`src/rtl/w_normalize_check_pkg.sv`:
```
// Shared ICA definitions: Q-format unit, normalize-check FSM encoding, default widths.
package w_normalize_check_pkg;

    localparam int unsigned N_DEF          = 7;
    localparam int unsigned DATA_WIDTH_DEF = 16;
    localparam int unsigned FRAC_WIDTH_DEF = 10;
    localparam int unsigned EPS_DEF        = 8;

    function automatic int unsigned q_one(input int unsigned frac);
        return 32'(1) << frac;
    endfunction

    localparam int unsigned ONE = q_one(FRAC_WIDTH_DEF);

    typedef enum logic [2:0] {
        ST_IDLE = 3'd0,
        ST_NORM = 3'd1,
        ST_DIV  = 3'd2,
        ST_DOT  = 3'd3,
        ST_FIN  = 3'd4
    } state_e;

endpackage

```
`src/rtl/seq_divider.sv`:
```
// Restoring signed divider: one quotient bit per cycle, valid DVD_W+1 cycles after start,
// quotient truncated toward zero and saturated to Q_W bits.
module seq_divider #(
    parameter int unsigned DVD_W = 26,
    parameter int unsigned DVS_W = 16,
    parameter int unsigned Q_W   = 16
) (
    input  logic             clk,
    input  logic             rst_n,
    input  logic             start_i,
    input  logic [DVD_W-1:0] dividend_i,
    input  logic [DVS_W-1:0] divisor_i,
    output logic             valid_o,
    output logic [Q_W-1:0]   quotient_o
);

    localparam int unsigned R_W   = DVS_W + 1;
    localparam int unsigned CNT_W = $clog2(DVD_W + 1);
    localparam logic [DVD_W-1:0] MAX_POS = DVD_W'((64'(1) << (Q_W - 1)) - 64'(1));
    localparam logic [DVD_W-1:0] MAX_NEG = DVD_W'(64'(1) << (Q_W - 1));

    logic             run_q, fin_q, neg_q, valid_q;
    logic [CNT_W-1:0] cnt_q;
    logic [DVD_W-1:0] dvd_q;
    logic [R_W-1:0]   rem_q, dvs_q;
    logic [Q_W-1:0]   quo_q;

    logic [DVD_W-1:0] dvd_abs_c;
    logic [R_W-1:0]   dvs_ext_c, dvs_abs_c, rem_sh_c;
    logic             sub_ok_c;

    always_comb begin
        dvd_abs_c = dividend_i[DVD_W-1] ? (~dividend_i + DVD_W'(1)) : dividend_i;
        dvs_ext_c = R_W'($signed(divisor_i));
        dvs_abs_c = divisor_i[DVS_W-1] ? (~dvs_ext_c + R_W'(1)) : dvs_ext_c;
        rem_sh_c  = {rem_q[R_W-2:0], dvd_q[DVD_W-1]};
        sub_ok_c  = (rem_sh_c >= dvs_q);
    end

    // dvd_q shifts the dividend out of its MSB while quotient bits shift in at the LSB
    always_ff @(posedge clk or negedge rst_n) begin
        if (!rst_n) begin
            run_q   <= 1'b0;
            fin_q   <= 1'b0;
            neg_q   <= 1'b0;
            valid_q <= 1'b0;
            cnt_q   <= '0;
            dvd_q   <= '0;
            rem_q   <= '0;
            dvs_q   <= '0;
            quo_q   <= '0;
        end else begin
            valid_q <= 1'b0;
            if (start_i) begin
                run_q <= 1'b1;
                fin_q <= 1'b0;
                cnt_q <= '0;
                dvd_q <= dvd_abs_c;
                dvs_q <= dvs_abs_c;
                rem_q <= '0;
                neg_q <= dividend_i[DVD_W-1] ^ divisor_i[DVS_W-1];
            end else if (run_q) begin
                dvd_q <= {dvd_q[DVD_W-2:0], sub_ok_c};
                rem_q <= sub_ok_c ? (rem_sh_c - dvs_q) : rem_sh_c;
                cnt_q <= cnt_q + CNT_W'(1);
                if (cnt_q == CNT_W'(DVD_W - 1)) begin
                    run_q <= 1'b0;
                    fin_q <= 1'b1;
                end
            end else if (fin_q) begin
                fin_q   <= 1'b0;
                valid_q <= 1'b1;
                if (!neg_q) begin
                    quo_q <= (dvd_q > MAX_POS) ? MAX_POS[Q_W-1:0] : dvd_q[Q_W-1:0];
                end else begin
                    quo_q <= (dvd_q > MAX_NEG) ? MAX_NEG[Q_W-1:0]
                                               : (~dvd_q[Q_W-1:0] + Q_W'(1));
                end
            end
        end
    end

    assign valid_o    = valid_q;
    assign quotient_o = quo_q;

endmodule

```
`src/rtl/w_normalize_check.sv`:
```
// Normalizes an ICA weight vector via the shared vectoring CORDIC and a sequential divider,
// then checks convergence against the previous vector with a dot product.
module w_normalize_check
    import w_normalize_check_pkg::*;
#(
    parameter int unsigned N          = N_DEF,
    parameter int unsigned DATA_WIDTH = DATA_WIDTH_DEF,
    parameter int unsigned FRAC_WIDTH = FRAC_WIDTH_DEF,
    parameter int unsigned EPS        = EPS_DEF
) (
    input  logic                    clk,
    input  logic                    rst_n,
    input  logic                    start,
    input  logic [N*DATA_WIDTH-1:0] W_in,
    input  logic [N*DATA_WIDTH-1:0] W_prev,
    input  logic                    cordic_vec_opvld,
    input  logic [DATA_WIDTH-1:0]   cordic_vec_xout,
    output logic                    ica_cordic_vec_en,
    output logic [DATA_WIDTH-1:0]   ica_cordic_vec_xin,
    output logic [DATA_WIDTH-1:0]   ica_cordic_vec_yin,
    output logic                    ica_cordic_vec_angle_calc_en,
    output logic [N*DATA_WIDTH-1:0] W_norm,
    output logic                    converged,
    output logic                    zero_norm,
    output logic                    busy,
    output logic                    done
);

    localparam int unsigned DW    = DATA_WIDTH;
    localparam int unsigned ACC_W = 2 * DW + 3;
    localparam int unsigned IDX_W = (N > 2) ? $clog2(N) : 1;
    localparam int unsigned DVD_W = DW + FRAC_WIDTH;
    localparam logic signed [ACC_W-1:0] ONE_A = ACC_W'(q_one(FRAC_WIDTH));
    localparam logic signed [ACC_W-1:0] EPS_A = ACC_W'(EPS);

    state_e                  state_q;
    logic signed [DW-1:0]    w_q  [N];
    logic signed [DW-1:0]    wp_q [N];
    logic signed [DW-1:0]    wn_q [N];
    logic [IDX_W-1:0]        idx_q;
    logic signed [DW-1:0]    norm_q;
    logic signed [ACC_W-1:0] acc_q;
    logic                    en_q, div_start_q, conv_q, zero_q, busy_q, done_q;
    logic [DW-1:0]           xin_q, yin_q;
    logic [N*DW-1:0]         w_norm_q;

    logic                    div_valid;
    logic [DW-1:0]           div_quo;
    logic signed [2*DW-1:0]  prod_c;
    logic signed [ACC_W-1:0] dot_c, dot_abs_c;
    logic                    conv_c;

    seq_divider #(
        .DVD_W (DVD_W),
        .DVS_W (DW),
        .Q_W   (DW)
    ) u_div (
        .clk        (clk),
        .rst_n      (rst_n),
        .start_i    (div_start_q),
        .dividend_i ({w_q[idx_q], {FRAC_WIDTH{1'b0}}}),
        .divisor_i  (norm_q),
        .valid_o    (div_valid),
        .quotient_o (div_quo)
    );

    // Single shared multiplier; convergence test on the finished accumulator
    always_comb begin
        prod_c    = wn_q[idx_q] * wp_q[idx_q];
        dot_c     = acc_q >>> FRAC_WIDTH;
        dot_abs_c = dot_c[ACC_W-1] ? -dot_c : dot_c;
        conv_c    = (ONE_A - dot_abs_c) <= EPS_A;
    end

    always_ff @(posedge clk or negedge rst_n) begin
        if (!rst_n) begin
            state_q     <= ST_IDLE;
            idx_q       <= '0;
            norm_q      <= '0;
            acc_q       <= '0;
            en_q        <= 1'b0;
            div_start_q <= 1'b0;
            conv_q      <= 1'b0;
            zero_q      <= 1'b0;
            busy_q      <= 1'b0;
            done_q      <= 1'b0;
            xin_q       <= '0;
            yin_q       <= '0;
            w_norm_q    <= '0;
            for (int i = 0; i < int'(N); i++) begin
                w_q[i]  <= '0;
                wp_q[i] <= '0;
                wn_q[i] <= '0;
            end
        end else begin
            en_q        <= 1'b0;
            div_start_q <= 1'b0;
            done_q      <= 1'b0;
            case (state_q)
                ST_IDLE: begin
                    if (start) begin
                        for (int i = 0; i < int'(N); i++) begin
                            w_q[i]  <= $signed(W_in[i*DW +: DW]);
                            wp_q[i] <= $signed(W_prev[i*DW +: DW]);
                        end
                        zero_q  <= 1'b0;
                        acc_q   <= '0;
                        idx_q   <= '0;
                        en_q    <= 1'b1;
                        xin_q   <= W_in[0 +: DW];
                        yin_q   <= W_in[DW +: DW];
                        busy_q  <= 1'b1;
                        state_q <= ST_NORM;
                    end
                end
                // idx_q counts completed vectoring ops; the magnitude chains through yin
                ST_NORM: begin
                    if (cordic_vec_opvld) begin
                        if (idx_q == IDX_W'(N - 2)) begin
                            norm_q <= $signed(cordic_vec_xout);
                            idx_q  <= '0;
                            if (cordic_vec_xout == '0) begin
                                zero_q <= 1'b1;
                                for (int i = 0; i < int'(N); i++) wn_q[i] <= '0;
                                state_q <= ST_FIN;
                            end else begin
                                div_start_q <= 1'b1;
                                state_q     <= ST_DIV;
                            end
                        end else begin
                            en_q  <= 1'b1;
                            xin_q <= w_q[idx_q + IDX_W'(2)];
                            yin_q <= cordic_vec_xout;
                            idx_q <= idx_q + IDX_W'(1);
                        end
                    end
                end
                ST_DIV: begin
                    if (div_valid) begin
                        wn_q[idx_q] <= $signed(div_quo);
                        if (idx_q == IDX_W'(N - 1)) begin
                            idx_q   <= '0;
                            state_q <= ST_DOT;
                        end else begin
                            idx_q       <= idx_q + IDX_W'(1);
                            div_start_q <= 1'b1;
                        end
                    end
                end
                ST_DOT: begin
                    acc_q <= acc_q + ACC_W'(prod_c);
                    if (idx_q == IDX_W'(N - 1)) begin
                        idx_q   <= '0;
                        state_q <= ST_FIN;
                    end else begin
                        idx_q <= idx_q + IDX_W'(1);
                    end
                end
                ST_FIN: begin
                    for (int i = 0; i < int'(N); i++) w_norm_q[i*DW +: DW] <= wn_q[i];
                    conv_q  <= !zero_q && conv_c;
                    done_q  <= 1'b1;
                    busy_q  <= 1'b0;
                    state_q <= ST_IDLE;
                end
                default: state_q <= ST_IDLE;
            endcase
        end
    end

    assign ica_cordic_vec_en            = en_q;
    assign ica_cordic_vec_xin           = xin_q;
    assign ica_cordic_vec_yin           = yin_q;
    assign ica_cordic_vec_angle_calc_en = 1'b0;
    assign W_norm                       = w_norm_q;
    assign converged                    = conv_q;
    assign zero_norm                    = zero_q;
    assign busy                         = busy_q;
    assign done                         = done_q;

endmodule

```
`config.mk`:
```
export PLATFORM = sky130hd
export DESIGN_NAME = w_normalize_check
export DESIGN_NICKNAME = d
export VERILOG_FILES = /design/src/rtl/w_normalize_check_pkg.sv /design/src/rtl/seq_divider.sv /design/src/rtl/w_normalize_check.sv
export SDC_FILE = /design/constraint.sdc
export NUM_CORES = 2
export LEC_CHECK = 0
export CORE_ASPECT_RATIO = 0.5
export CORE_MARGIN = 5
export CORE_UTILIZATION = 45
export DETAILED_ROUTE_END_ITERATION = 8
export DONT_BUFFER_PORTS = 1
export PLACE_DENSITY = 0.62
export SLEW_MARGIN = 20
export SYNTH_ARGS = -nofsm -noshare
export SYNTH_HDL_FRONTEND = slang
export SYNTH_HIERARCHICAL = 1
export SYNTH_SLANG_ARGS = --single-unit
```
`constraint.sdc`:
```
create_clock -name clk -period 9.2 [get_ports clk]
set_input_delay 1.84 -clock clk [delete_from_list [all_inputs] [get_ports clk]]
set_output_delay 1.84 -clock clk [all_outputs]
set_load 0.01 [all_outputs]
```
# Yosys cells after proc, flatten, opt, wreduce, memory -nomap -nowiden
# Index checks and enable logic that the tools add are counted.
totals:
  ff_bits: 627
  input_bits: 244
  out_inout_bits: 150
  word_cells: 190
classes:
  addsub: 10
  mul: 1
  magnitude_cmp: 7
  n_eq_ne: 16
  mux: 84
  n_bitwise: 8
  n_reduce_logical: 21
op_table:
  columns: ["cell", "n"]
  rows:
  - ["2-to-1 mux 112 bit", 4]
  - ["2-to-1 mux 16 bit", 21]
  - ["one-hot mux 112 bit (2 select lines)", 1]
  - ["binary-select mux 16 bit (select 3 bit)", 4]
  - ["bitwise mux 112 bit", 1]
  - ["2-to-1 mux 26 bit", 3]
  - ["2-to-1 mux 35 bit", 2]
  - ["one-hot mux 35 bit (2 select lines)", 1]
  - ["one-hot mux 16 bit (2 select lines)", 2]
  - ["demux 16 bit (select 3 bit)", 1]
  - ["2-to-1 mux 3 bit", 12]
  - ["adder 35 x 32 -> 35 bit", 1]
  - ["less-or-equal comparator 35 x 5 -> 1 bit, second input constant", 1]
  - ["negation 25 -> 35 bit", 1]
  - ["subtractor 12 x 35 -> 35 bit, first input constant", 1]
  - ["multiplier 16 x 16 -> 32 bit", 1]
  - ["adder 26 x 1 -> 26 bit, second input constant", 1]
  - ["greater-than comparator 26 x 15 -> 1 bit, second input constant", 1]
  - ["greater-than comparator 26 x 16 -> 1 bit, second input constant", 1]
  - ["NOT 26 bit", 1]
  - ["one-hot mux 3 bit (4 select lines)", 2]
  - ["2-to-1 mux 1 bit", 23]
  - ["adder 17 x 1 -> 17 bit, second input constant", 1]
  - ["greater-or-equal comparator 17 bit", 1]
  - ["33 further kinds", 59]

# Logic depth before layout (Yosys ltp)
logic_depth:
  ltp_word: 8
  mapped_depth: 32
  mapped_depth_nobuf: 27

# Hierarchy
# The synthesis kept the hierarchy.
by_module_without_submodules:
  columns: ["module", "instances", "cells_per_inst", "area_per_inst_um2", "seq_area_each_um2"]
  rows:
  - ["w_normalize_check", 1, 3456, 35406.5, 13588.0]
  - ["seq_divider", 1, 660, 5690.5, 2102.0]

# Least setup slack after synthesis
# OpenSTA, ideal clock, no wires.
synth_timing:
  path_type: "reg2reg"
  start: "register idx_q[1]"
  end: "register acc_q[31]"
  setup_time_ns: 0.070
  arrival_ns: 7.682
  required_time_ns: 9.130
  path_slack_ns: 1.448
  stages_incl_launch_ff: 28
  n_path_buf: 3
  period_less_slack_ns: 7.752
  path_cell_list: "dfrtp_1 -> buf_2 -> inv_1 -> nor2_1 -> clkbuf_1 -> buf_1 -> a21oi_1 -> a21oi_1 -> nand2_1 -> fa_1 -> inv_1 -> fa_1 -> fa_1 -> fa_1 -> fa_1 -> inv_1 -> fa_1 -> inv_1 -> ha_1 -> and3_1 -> nand4_1 -> o21ai_0 -> a221o_1 -> a211oi_1 -> nor2_1 -> a21oi_1 -> or4b_2 -> nand3_1"
synth_via:
  elab_chain_cells: 7
  elab_cells_between_ends: 10
  classes_between: "add/sub: 1; mul: 1; mux: 7; bitwise: 1"
synth_lines:
  columns: ["element", "line_no", "source"]
  rows:
  - ["start, declared", "w_normalize_check.sv:40", "logic [IDX_W-1:0] idx_q;"]
  - ["start signal, assigned", "w_normalize_check.sv:134", "idx_q <= idx_q + IDX_W'(1);"]
  - ["start signal, assigned", "w_normalize_check.sv:145", "idx_q <= idx_q + IDX_W'(1);"]
  - ["start signal, assigned", "w_normalize_check.sv:156", "idx_q <= idx_q + IDX_W'(1);"]
  - ["NOT 3 -> 4 bit (not written as such) *", "w_normalize_check.sv:69", "prod_c = wn_q[idx_q] * wp_q[idx_q];"]
  - ["binary-select mux 16 bit (select 3 bit)", "w_normalize_check.sv:69", null]
  - ["2-to-1 mux 16 bit (not written as such) (2 in series)", "w_normalize_check.sv:69", null]
  - ["multiplier 16 x 16 -> 32 bit *", "w_normalize_check.sv:69", null]
  - ["adder 35 x 32 -> 35 bit *", "w_normalize_check.sv:151", "acc_q <= acc_q + ACC_W'(prod_c);"]
  - ["one-hot mux 35 bit (2 select lines) *", "w_normalize_check.sv:99", "case (state_q)"]
  - ["end signal, assigned", "w_normalize_check.sv:151", null]
  - ["end, declared", "w_normalize_check.sv:42", "logic signed [ACC_W-1:0] acc_q;"]
# Mark *: on every way between the ends. The rest lies on a longest branch, timed or not. The select of a mux whose other input is x is not followed.
# A chain may end at the register's enable or synchronous reset.

# Worst setup path after layout
layout_timing:
  start: "register idx_q[0]"
  end: "register acc_q[31]"
# Same word-level chain as after synthesis.

==> flow_metrics.tcl <==
set metrics [dict create \
    outcome "finished with violations" \
    violations "max-slew violations" \
    drive_gt1_share_pct 12.6 \
    initial_core_util_pct 45.4 \
    synth_cell_types 76 \
    worstPathArrival_ps 8900 \
    synth_cells 4116 \
    path_class "reg2reg" \
    worstSetupEndpointType "flop" \
    post_cts_resized 0 \
    die-area_um2 97800 \
    start_kind "flop" \
    postCtsHoldBufs 0 \
    synth_seq_cells 627 \
    antenna_found_initial 17 \
    grt_max_degree 628 \
    cts_buffers 60 \
    cts_max_path_buffers 3 \
    cp.required_ps 9770 \
    grt_use_met2_pct 39.7 \
    grt_pass1_vias 30200 \
    firstDrtPassIters 5 \
    clk_latency_ps 690 \
    die_width_um 437 \
    fin_tns_setup_ps 0 \
    cts_tree "done" \
    num_vias 29600 \
    nNetsFinal 4758 \
    synthTopCellsByArea "dfrtp_1 38%, fa_1 15%, mux2_2 6.9%, nand2_1 6.7%, ha_1 4.0%" \
    rrSetupSlack_ps 870 \
    synth.cell_area_um2 41100 \
    final_antenna_net_count 0 \
    yosysTopAreaCellShare_pct 38.2 \
    rows 78 \
    post-route-period-util_pct 90.5 \
    gp_congestion 0.919 \
    skew_ps 73.7 \
    whs_ps 475 \
    hold_viol_final 0 \
    io_pins 394 \
    place.port_buffers 0 \
    syn2layout_area_growth_pct 8.80 \
    ys_top_cells_by_count "738 x nand2_1, 627 x dfrtp_1, 418 x inv_1" \
    seq_area_frac_synth_pct 38.2 \
    tightest_slew_ps 2220 \
    rsz0062_at_grt "false" \
    synthArstFlopShare_pct 100 \
    clkTransAtPathRegs_ps 70 \
    cts_sinks 627 \
    grt_usage_pct 23.9 \
    drv_cap 0 \
    use_met1_pct 32.6 \
    synth-edff-count 0 \
    wl_per_cell_um 22.2 \
    routed_wl_mm 118 \
    synth.avg_cell_area_um2 9.98 \
    grt_use_met3_pct 4.08 \
    hpwl_mm 89.7 \
    synth_ff_type "dfrtp_1" \
    fmax_ghz 0.120 \
    synthMostInstantiatedCell "nand2_1" \
    yosysWarnings 6 \
    cts_htree_levels 2 \
    core-area_um2 90600 \
    viasPerCell 5.55 \
    die_y_um 224 \
    slew_viol_final 430 \
    grt_pass1_wl_mm 184 \
    period_minus_slack_ps 8330 \
    busiest_layer "met2" \
    synth.largest_area_cell "dfrtp_1" \
    cts-root-buf "clkbuf_16" \
    setup_viol 0 \
    hold_path.class "reg2reg" \
    drt_first_iter_violations 2152 \
    grt-ovfl-total 0 \
    drc_errors 0 \
    post_cts_buffers 0 \
    maxSlewHeadroom_pct -48.1 \
    cp_max_fo 20 \
]
==> through the flow <==
step | setup slack, ps | util, % | cells | area, µm²
after floorplan | 1450 | - | 4151 | 41200
after global placement | 1110 | 46.9 | 5210 | 42500
after detailed placement | 957 | 46.9 | 5210 | 42500
after CTS | 901 | 49.3 | 5322 | 44700
after global routing | 449 | 49.4 | 5334 | 44700
final | 872 | 49.4 | 5334 | 44700
==> kinds of logic after synthesis <==
family | share of synthesized area [%]
simple gates | 12.7
compound gates | 9.62
flops | 38.2
buf+inv | 5.81
fa+ha+maj | 19.1
mux | 12.6
xor+xnor | 1.96
other cells | 0.00912
==> layer usage <==
metal / part of all wire (%) / wire length, µm
met1: 43 / 51200
met4: 2.9 / 3390
met5: 0.034 / 40
met2: 48 / 56900
met3: 5.7 / 6790
==> registers in the layout (all words and copies together) (netlist names), 3 cells and up <==
| name | flops |
|---|---|
| W_norm | 112 |
| acc_q | 35 |
| ica_cordic_vec_xin | 16 |
| ica_cordic_vec_yin | 16 |
| idx_q | 3 |
| norm_q | 16 |
| state_q | 3 |
| u_div/cnt_q | 5 |
| u_div/dvd_q | 26 |
| u_div/dvs_q | 17 |
| u_div/quotient_o | 16 |
| u_div/rem_q | 16 |
| w_q | 112 |
| wn_q | 112 |
| wp_q | 112 |
==> worst paths after layout <==
kind | from | endpoint | cells after the start
worst max-delay path | idx_q[0]$_DFFE_PN0P_ | acc_q[31]$_DFFE_PN0P_ | 24
min in group asynchronous | rst_n | ica_cordic_vec_en$_DFF_PN0_ | 0
worst min-delay path | wn_q[97]$_DFFE_PN0P_ | W_norm[1]$_DFFE_PN0P_ | 2
worst max register to register | idx_q[0]$_DFFE_PN0P_ | acc_q[31]$_DFFE_PN0P_ | 24
max in group asynchronous | rst_n | idx_q[2]$_DFFE_PN0P_ | 0
worst min register to register | wn_q[97]$_DFFE_PN0P_ | W_norm[1]$_DFFE_PN0P_ | 2
==> final cells by class <==
type / count / area (µm²)
clock inverters: 34 / 497
fillers: 8298 / 45900
inverters: 421 / 1580
multi-input cells: 2903 / 23200
clock buffers: 78 / 1700
well taps: 1200 / 1500
diodes: 12 / 30.0
flip-flops and latches: 627 / 15700
repair buffers: 59 / 484
==> critical path: stages, from the launching register on <==
cell      delay, ps
dfrtp_4         650
nor2_2          620
a21oi_1         200
a21oi_1         780
nand2_1         160
fa_1            570
inv_1           150
fa_1            550
buf_4           190
fa_1            450
fa_1            470
fa_1            550
inv_1            50
fa_1            520
inv_1            40
ha_1            390
and3_1          220
nand4_1          90
o21ai_0         200
a221o_1         230
a211oi_1        130
nor2_1          140
a21oi_1         100
or4b_2          650
nand3_1         100
==> placed cells by master (no fill, tap or decap), types with 29 or more instances in the layout <==
master,netlist,final
a211oi_1,30,30
a21oi_1,155,153
conb_1,1,36
a21o_1,37,37
o21ai_0,263,261
mux4_2,64,64
xnor2_1,56,56
clkbuf_16,0,60
inv_1,418,417
nand2_1,738,738
nor2_1,343,338
buf_4,2,55
a31oi_1,29,29
dfrtp_1,627,622
xor2_1,36,36
ha_1,131,131
fa_1,311,311
mux2_2,253,253
nand3_1,40,39
mux2i_1,87,87
Power is left out: the tool's default activity adds up to more than one toggle a clock period on the data nets, which glitch-free logic cannot reach.
